`config.mk`:
```
export PLATFORM = sky130hd
export DESIGN_NAME = sweep_scan
export DESIGN_NICKNAME = d
export VERILOG_FILES = /design/src/rtl/sweep_scan.sv
export SDC_FILE = /design/constraint.sdc
export NUM_CORES = 1
export LEC_CHECK = 0
export ABC_AREA = 1
export CAP_MARGIN = 20
export CORE_AREA = 2 2 136 138
export DETAILED_ROUTE_END_ITERATION = 8
export DIE_AREA = 0 0 138 140
export GPL_ROUTABILITY_DRIVEN = 0
export PLACE_DENSITY = 0.75
export SYNTH_ARGS = -nofsm -noshare
export SYNTH_HDL_FRONTEND = slang
export SYNTH_SLANG_ARGS = --single-unit
```
`constraint.sdc`:
```
create_clock -name CLK -period 3.6 [get_ports CLK]
set_clock_uncertainty 0.15 [all_clocks]
set_input_delay 0.36 -clock CLK [delete_from_list [all_inputs] [get_ports CLK]]
set_output_delay 0.36 -clock CLK [all_outputs]
set_load 0.02 [all_outputs]
```
`src/rtl/sweep_scan.sv`:
```
// Two-axis servo sweep: steps H then V pulse widths, samples an ADC at each point,
// flags new maxima to an external storage register and parks each axis at its best position.
module sweep_scan #(
  parameter int unsigned PW_MIN  = 100000,
  parameter int unsigned PW_MAX  = 200000,
  parameter int unsigned PW_STEP = 1000,
  parameter int unsigned SETTLE  = 2000000,
  parameter int unsigned ADC_TO  = 1024
) (
  input  logic        CLK,
  input  logic        RST,
  input  logic        START,
  input  logic [11:0] ADC_DATA,
  input  logic        ADC_VALID,
  input  logic [11:0] LV,
  input  logic [31:0] pulseWidth_max_H,
  input  logic [31:0] pulseWidth_max_V,
  output logic        ADC_REQ,
  output logic        GT,
  output logic [11:0] PV,
  output logic [31:0] pulseWidth_H,
  output logic [31:0] pulseWidth_V,
  output logic        SCAN_CLR,
  output logic        BUSY,
  output logic        DONE
);

  typedef enum logic [3:0] {
    IDLE, CLEAR, MOVE, WAIT_ADC, CMP, PARK_H, MOVE_V_START, PARK_V, FIN
  } state_t;

  localparam logic [31:0] PW_MIN_W  = 32'(PW_MIN);
  localparam logic [31:0] PW_MAX_W  = 32'(PW_MAX);
  localparam logic [31:0] PW_STEP_W = 32'(PW_STEP);
  localparam logic [31:0] SETTLE_W  = 32'(SETTLE);
  localparam logic [31:0] ADC_TO_W  = 32'(ADC_TO);

  state_t      state_q, state_d;
  logic        axis_q, axis_d;
  logic        step_q, step_d;
  logic [31:0] cnt_q, cnt_d;
  logic [11:0] sample_q, sample_d;
  logic [31:0] pw_h_q, pw_h_d;
  logic [31:0] pw_v_q, pw_v_d;
  logic [11:0] pv_q, pv_d;
  logic        gt_q, gt_d;
  logic        adc_req_q, adc_req_d;
  logic        scan_clr_q, scan_clr_d;
  logic        done_q, done_d;

  logic [31:0] active_pw;
  logic [32:0] stepped_sum;
  logic [31:0] next_pw;
  logic        at_end;
  logic        do_adv;

  // The step lands in the first MOVE cycle, so the width stays at the sampled
  // point while GT is high and the storage register captures the right position.
  always_comb begin
    state_d    = state_q;
    axis_d     = axis_q;
    step_d     = step_q;
    cnt_d      = cnt_q;
    sample_d   = sample_q;
    pw_h_d     = pw_h_q;
    pw_v_d     = pw_v_q;
    pv_d       = pv_q;
    gt_d       = 1'b0;
    adc_req_d  = 1'b0;
    scan_clr_d = 1'b0;
    done_d     = 1'b0;
    do_adv     = 1'b0;

    active_pw   = axis_q ? pw_v_q : pw_h_q;
    at_end      = (active_pw >= PW_MAX_W);
    stepped_sum = {1'b0, active_pw} + {1'b0, PW_STEP_W};
    next_pw     = (stepped_sum < {1'b0, PW_MAX_W}) ? stepped_sum[31:0] : PW_MAX_W;

    case (state_q)
      IDLE: begin
        if (START) begin
          state_d    = CLEAR;
          scan_clr_d = 1'b1;
        end
      end
      CLEAR: begin
        pw_h_d  = PW_MIN_W;
        pw_v_d  = PW_MIN_W;
        axis_d  = 1'b0;
        step_d  = 1'b0;
        cnt_d   = '0;
        state_d = MOVE;
      end
      MOVE: begin
        if (step_q) begin
          step_d = 1'b0;
          if (axis_q) pw_v_d = next_pw;
          else        pw_h_d = next_pw;
        end
        if (cnt_q >= SETTLE_W - 32'd1) begin
          cnt_d     = '0;
          adc_req_d = 1'b1;
          state_d   = WAIT_ADC;
        end else begin
          cnt_d = cnt_q + 32'd1;
        end
      end
      WAIT_ADC: begin
        if (ADC_VALID) begin
          sample_d = ADC_DATA;
          cnt_d    = '0;
          state_d  = CMP;
        end else if (cnt_q >= ADC_TO_W - 32'd1) begin
          cnt_d  = '0;
          do_adv = 1'b1;
        end else begin
          cnt_d = cnt_q + 32'd1;
        end
      end
      CMP: begin
        if (sample_q > LV) begin
          gt_d = 1'b1;
          pv_d = sample_q;
        end
        do_adv = 1'b1;
      end
      // Park states spend one cycle letting the storage register absorb a
      // trailing GT before its best position is read back.
      PARK_H: begin
        if (cnt_q == 32'd0) begin
          cnt_d = 32'd1;
        end else begin
          pw_h_d  = pulseWidth_max_H;
          axis_d  = 1'b1;
          cnt_d   = '0;
          state_d = MOVE_V_START;
        end
      end
      MOVE_V_START: begin
        pw_v_d  = PW_MIN_W;
        cnt_d   = '0;
        state_d = MOVE;
      end
      PARK_V: begin
        if (cnt_q == 32'd0) begin
          cnt_d = 32'd1;
        end else begin
          pw_v_d  = pulseWidth_max_V;
          cnt_d   = '0;
          done_d  = 1'b1;
          state_d = FIN;
        end
      end
      FIN: begin
        state_d = IDLE;
      end
      default: begin
        state_d = IDLE;
      end
    endcase

    if (do_adv) begin
      if (at_end) begin
        state_d = axis_q ? PARK_V : PARK_H;
      end else begin
        step_d  = 1'b1;
        state_d = MOVE;
      end
    end
  end

  always_ff @(posedge CLK or posedge RST) begin
    if (RST) begin
      state_q    <= IDLE;
      axis_q     <= 1'b0;
      step_q     <= 1'b0;
      cnt_q      <= '0;
      sample_q   <= '0;
      pw_h_q     <= PW_MIN_W;
      pw_v_q     <= PW_MIN_W;
      pv_q       <= '0;
      gt_q       <= 1'b0;
      adc_req_q  <= 1'b0;
      scan_clr_q <= 1'b0;
      done_q     <= 1'b0;
    end else begin
      state_q    <= state_d;
      axis_q     <= axis_d;
      step_q     <= step_d;
      cnt_q      <= cnt_d;
      sample_q   <= sample_d;
      pw_h_q     <= pw_h_d;
      pw_v_q     <= pw_v_d;
      pv_q       <= pv_d;
      gt_q       <= gt_d;
      adc_req_q  <= adc_req_d;
      scan_clr_q <= scan_clr_d;
      done_q     <= done_d;
    end
  end

  assign ADC_REQ      = adc_req_q;
  assign GT           = gt_q;
  assign PV           = pv_q;
  assign pulseWidth_H = pw_h_q;
  assign pulseWidth_V = pw_v_q;
  assign SCAN_CLR     = scan_clr_q;
  assign DONE         = done_q;
  assign BUSY         = (state_q != IDLE);

endmodule

```
* After elaboration in Yosys (flattened, before gate mapping) *
Cells that the tools add are included.

word-level totals
  register bits = 130
  bits of input ports = 92
  output and inout bits = 81
  logic and storage cells = 93

operators by class
  add/sub/neg operators = 2
  $lt $le $gt $ge = 5
  eq/ne operators = 18
  multiplexer cells = 40
  reductions and logical operators = 16

operator list
  operator                count
  $mux 32                 11
  $pmux 32 s3             2
  $pmux 32 s4             1
  $add 32x10->33 const B  1
  $lt 33x18->1 const B    1
  $add 32x1->32 const B   1
  $ge 32x10->1 const B    1
  $ge 32x18->1 const B    1
  $ge 32x21->1 const B    1
  $logic_not 32->1        1
  $pmux 4 s7              1
  $mux 4                  6
  $eq 4x3->1 const B      4
  $mux 1                  15
  $ne 3x3->1 const B      5
  $gt 12x12->1            1
  $ne 2x2->1 const B      6
  $eq 4x2->1 const B      2
  $reduce_and 4->1        2
  $reduce_bool 4->1       2
  $reduce_and 2->1        3
  $reduce_and 6->1        1
  $reduce_bool 3->1       2
  $reduce_or 2->1         3
  other kinds (6)         7

* Depth between registers and ports, before layout *
  depth in word-level cells = 7
  mapped depth = 21

* Least setup slack after synthesis *
No wires, ideal clock.

  path kind = register -> register
  from = register axis_q
  to = register pw_h_q[15] (netlist: pulseWidth_H[15])
  library setup time = 0.073 ns
  data arrival time = 2.323 ns
  data required time = 3.377 ns
  slack = 1.054 ns
  stages on the path, launching flop included = 20
  period minus slack after synthesis = 2.546 ns
  cell sequence = dfrtp_1 > buf_6 > buf_6 > nand2_1 > o21ai_1 > ha_1 > nor2_2 > nand3_4 > nand2_2 > inv_2 > nand2_1 > nand2_1 > nand2_1 > nand3_1 > nor2_1 > nand2_2 > nor2_4 > buf_6 > nand4_1 > a21oi_1

on the way
  longest elaborated chain between the ends = 7
  elaborated cells between the ends (all ways) = 9
  those cells by class = add/sub (1); order compare (1); eq/ne (1); mux (5); reduce/logical (1)

RTL lines
  item                      RTL line  RTL
  start: declaration        39        logic axis_q, axis_d;
  start signal: assignment  188       axis_q <= axis_d;
  $mux 32                   74        active_pw = axis_q ? pw_v_q : pw_h_q;
  $add 32x10->33            76        stepped_sum = {1'b0, active_pw} + {1'b0, PW_STEP_W};
  $lt 33x18->1              77        next_pw = (stepped_sum < {1'b0, PW_MAX_W}) ? stepped_sum[31:0] : PW_MAX_W;
  $mux 32                   77
  $mux 32                   97        if (axis_q) pw_v_d = next_pw;
  $mux 32                   95        if (step_q) begin
  $pmux 32 s3               79        case (state_q)
  end signal: assignment    192       pw_h_q <= pw_h_d;
  end: declaration          43        logic [31:0] pw_h_q, pw_h_d;

Several ways; a longest one is shown, not always the timed one. The select of a mux whose other input is x is not followed.
A chain may end at the register's enable or synchronous reset.

* Final worst setup path *
  from = register axis_q
  to = register pw_v_q[4] (netlist: pulseWidth_V[4])

on the way
  longest elaborated chain between the ends = 7
  elaborated cells between the ends (all ways) = 9
  those cells by class = add/sub (1); order compare (1); eq/ne (1); mux (5); reduce/logical (1)

RTL lines
  item                    RTL line  RTL
  $mux 32                 74
  $add 32x10->33          76
  $lt 33x18->1            77
  $mux 32                 77
  $mux 32                 97
  $mux 32                 95
  $pmux 32 s3             79
  end signal: assignment  193       pw_v_q <= pw_v_d;
  end: declaration        44        logic [31:0] pw_v_q, pw_v_d;

Several ways; a longest one is shown, not always the timed one. The select of a mux whose other input is x is not followed.

==> results.ini <==
[worst_setup_path]
crit_required_ns = 3.80
crit_chain = inv_8 > buf_4 > nand2_1 > nand2_2 > nand2_1 > nor2_1 > nand2_1 > nor2_2 > nand3_1 > nand2_1 > nand2_1 > nor2_1 > nand2_1 > nor2_4 > buf_4 > nand4_1 > a21oi_1
crit_path_frequent_cell = nand2_1
worst-path-max-fanout = 25
arrival_ns = 3.41
cp_top_family = simple AND/OR/NAND/NOR gates
crit_type = reg2reg
slowest_stage = dfrtp_4
critPathLaunchType = register
end_kind = register
cpPeakStageDelay_ns = 0.60
critPathBufInv = 3
reg2regPathDepth = 17
crit_cells = 17

[global_routing]
antenna_found_initial = 0
grt_usage = 0.262
grt_pass1_vias = 8427
grt_max_degree = 131
overflow = 0
grt_pass1_wl_mm = 41.4

[routing]
routed_via_density = 5.28
drc_errors = 0
ant_nets = 0
dr.pass1.iters = 5
dr_total_vias = 8563
wire_per_inst_um = 15.3
drtIter0Drc = 764
wirelength_mm = 24.9

[yosys]
syn_inst = 1218
syn_nets = 1325
synth_cell_types = 44
synth_edf_count = 0
yosysWarnings = 0
synth-seq-cells = 130
async_flop_share = 1.00
syn_area_per_cell_um2 = 6.82
synth.cell_area_um2 = 8310
ys_seq_area_frac = 0.393
ys.flop_type = dfrtp_1

[timing]
grt_setup_unrepaired = false
min_period_ns = 3.21
slew_headroom = 0.186
max_clock_freq_mhz = 312
hold_viol_final = 0
fin_crit_sh = 0.890
tightest_slew_ns = 1.21
fin_hold_ws_ns = 0.335
setup_viol = 0
drv_slew = 0
fin_setup_tns_ns = 0

[power_and_ir_drop]
leakagePower_nw = 5.20
ir_drop_uv = 612
p_sw_mw = 4.52
p_int_mw = 4.98
p_clk_frac = 0.194
netSwitchingFraction = 0.476
power_density_nw_per_um2 = 875
power_mw = 9.49
power_frac_comb = 0.559
p_seq_frac = 0.246

[die]
die_area_um2 = 19300
die_h_um = 140
io_pins = 173
rows = 49
start_util = 0.467
die_w_um = 138
coreArea_um2 = 17800

[cells_and_area]
final_common_cell = nand2_1
drive_gt1_frac = 0.0854
antenna_cells = 0
syn2layout_area_growth_pct = 30.7
nets = 1489
instances_no_fill = 1622
fillCellCount = 1610
final_cell_mix = nand2_1, clkdlybuf4s50_1, nor2_1

[placement]
dp.cells = 1592
dp_hpwl_mm = 18.1
port_buffers = 172

[clock_network]
cts_inserted_buffers = 17
clkLatencyLatePin_ns = 0.43
holdBufCountCts = 0
clockBufferDepth = 2
root_buffer = clkbuf_16
cts_num_sinks = 130
ctsHtreeMaxLevel = 4
tritoncts = built
post_cts_buffers = 0
clk_pin_slew_ns = 0.06

[job]
drv_cap = 0

[min_path]
hold-path-cell-count = 2
hold_class = reg2reg

[outcome]
status = complete, no violations

[metal layers]
metal,vias to the layer above,global-route usage,part of all wire
met1,3991,0.333,0.42
met4,0,0.0929,0.027
met2,296,0.447,0.49
met3,59,0.0537,0.060
met5,-,0,0
li1,4217,-,-
[sequential cells by signal, indices dropped and copies added (netlist names)]
name and cells:
sample_q 12, DONE 1, GT 1, cnt_q 32, pulseWidth_V 32, ADC_REQ 1, axis_q 1, step_q 1
pulseWidth_H 32, SCAN_CLR 1, state_q 4, PV 12
[tightest hold or removal path, stage by stage, from the launching register on]
cell     delay [ns]
dfrtp_1        0.34
nand2_1        0.05
o21ai_0        0.06
[per-stage QoR]
step                utilization  worst slack (ns)  area, um^2
finish                    0.610             0.395       10900
global route              0.610            0.0678       10900
CTS                       0.610             0.397       10800
detailed placement        0.575             0.458       10200
global placement          0.575             0.529       10200
floorplan                     -              1.05        8310
[what timing repair did]
item                       in CTS  in global routing
hold endpoints to repair        0                  0
setup endpoints to repair       0                  7
gates resized for setup         0                  3
[layout make-up]
| type | count | area (um^2) | share of cell area |
|---|---|---|---|
| Tap cell | 229 | 287 | 0.0264 |
| Clock inverter | 12 | 180 | 0.0166 |
| Multi-Input combinational cell | 879 | 4170 | 0.384 |
| Clock buffer | 18 | 439 | 0.0405 |
| Timing Repair Buffer | 189 | 1870 | 0.173 |
| Sequential cell | 130 | 3270 | 0.302 |
| Inverter | 165 | 631 | 0.0581 |
[Yosys cell counts, types with 2 or more instances]
master      n  share of area
o31ai_1     2         0.0018
ha_1       15          0.023
xnor2_1     2         0.0021
buf_6       9          0.012
inv_1     152          0.069
dfrtp_1   118           0.36
nor3_1     20          0.012
nor2_1    156          0.071
nand3_1    76          0.046
a21oi_1    82          0.049
buf_2       4         0.0024
dfstp_2    12          0.038
nand2_2    16          0.012
o21ai_2     7         0.0074
nand4_1    40          0.030
xor2_1     14          0.015
buf_1       5         0.0023
buf_4       2         0.0018
clkbuf_1   23          0.010
o21ai_0    57          0.034
nor2_4      5         0.0068
nor2_2      9         0.0068
o21ai_1    12         0.0072
nand2_1   344           0.16
inv_2      11         0.0050
nor4_1      7         0.0053
[worst paths after layout]
check,endpoint,start,slack (ns)
min reg2reg,PV[4]$_DFFE_PP0P_,PV[4]$_DFFE_PP0P_,0.33
max reg2reg,pulseWidth_V[4]$_DFFE_PP0P_,axis_q$_DFFE_PP0P_,0.39
max,pulseWidth_V[4]$_DFFE_PP0P_,axis_q$_DFFE_PP0P_,0.39
min,PV[4]$_DFFE_PP0P_,PV[4]$_DFFE_PP0P_,0.33
min in group asynchronous,PV[4]$_DFFE_PP0P_,RST,0.34
max in group asynchronous,axis_q$_DFFE_PP0P_,RST,2.36
[kinds of logic after synthesis]
family                     count (synthesis)  synth area share
AOI/OAI and AO/OA                        168             0.108
and+or+nand+nor                          679             0.351
DFF                                      130             0.393
xor gates and xnor gates                  16            0.0169
muxes                                      1           0.00136
buffers and inverters                    209             0.106
adders and majority gates                 15            0.0226
[power by group through the flow]
stage | clock (mW) | sequential, mW | combinational [mW]
2_1_floorplan | 0 | 2.63 | 3.19
3_3_place_gp | 0 | 2.34 | 5.17
3_5_place_dp | 0 | 2.35 | 5.24
4_1_cts | 1.87 | 2.33 | 5.28
5_1_grt | 1.94 | 2.39 | 5.87
6_report | 1.85 | 2.34 | 5.31
(Power assumes the default switching activity.)
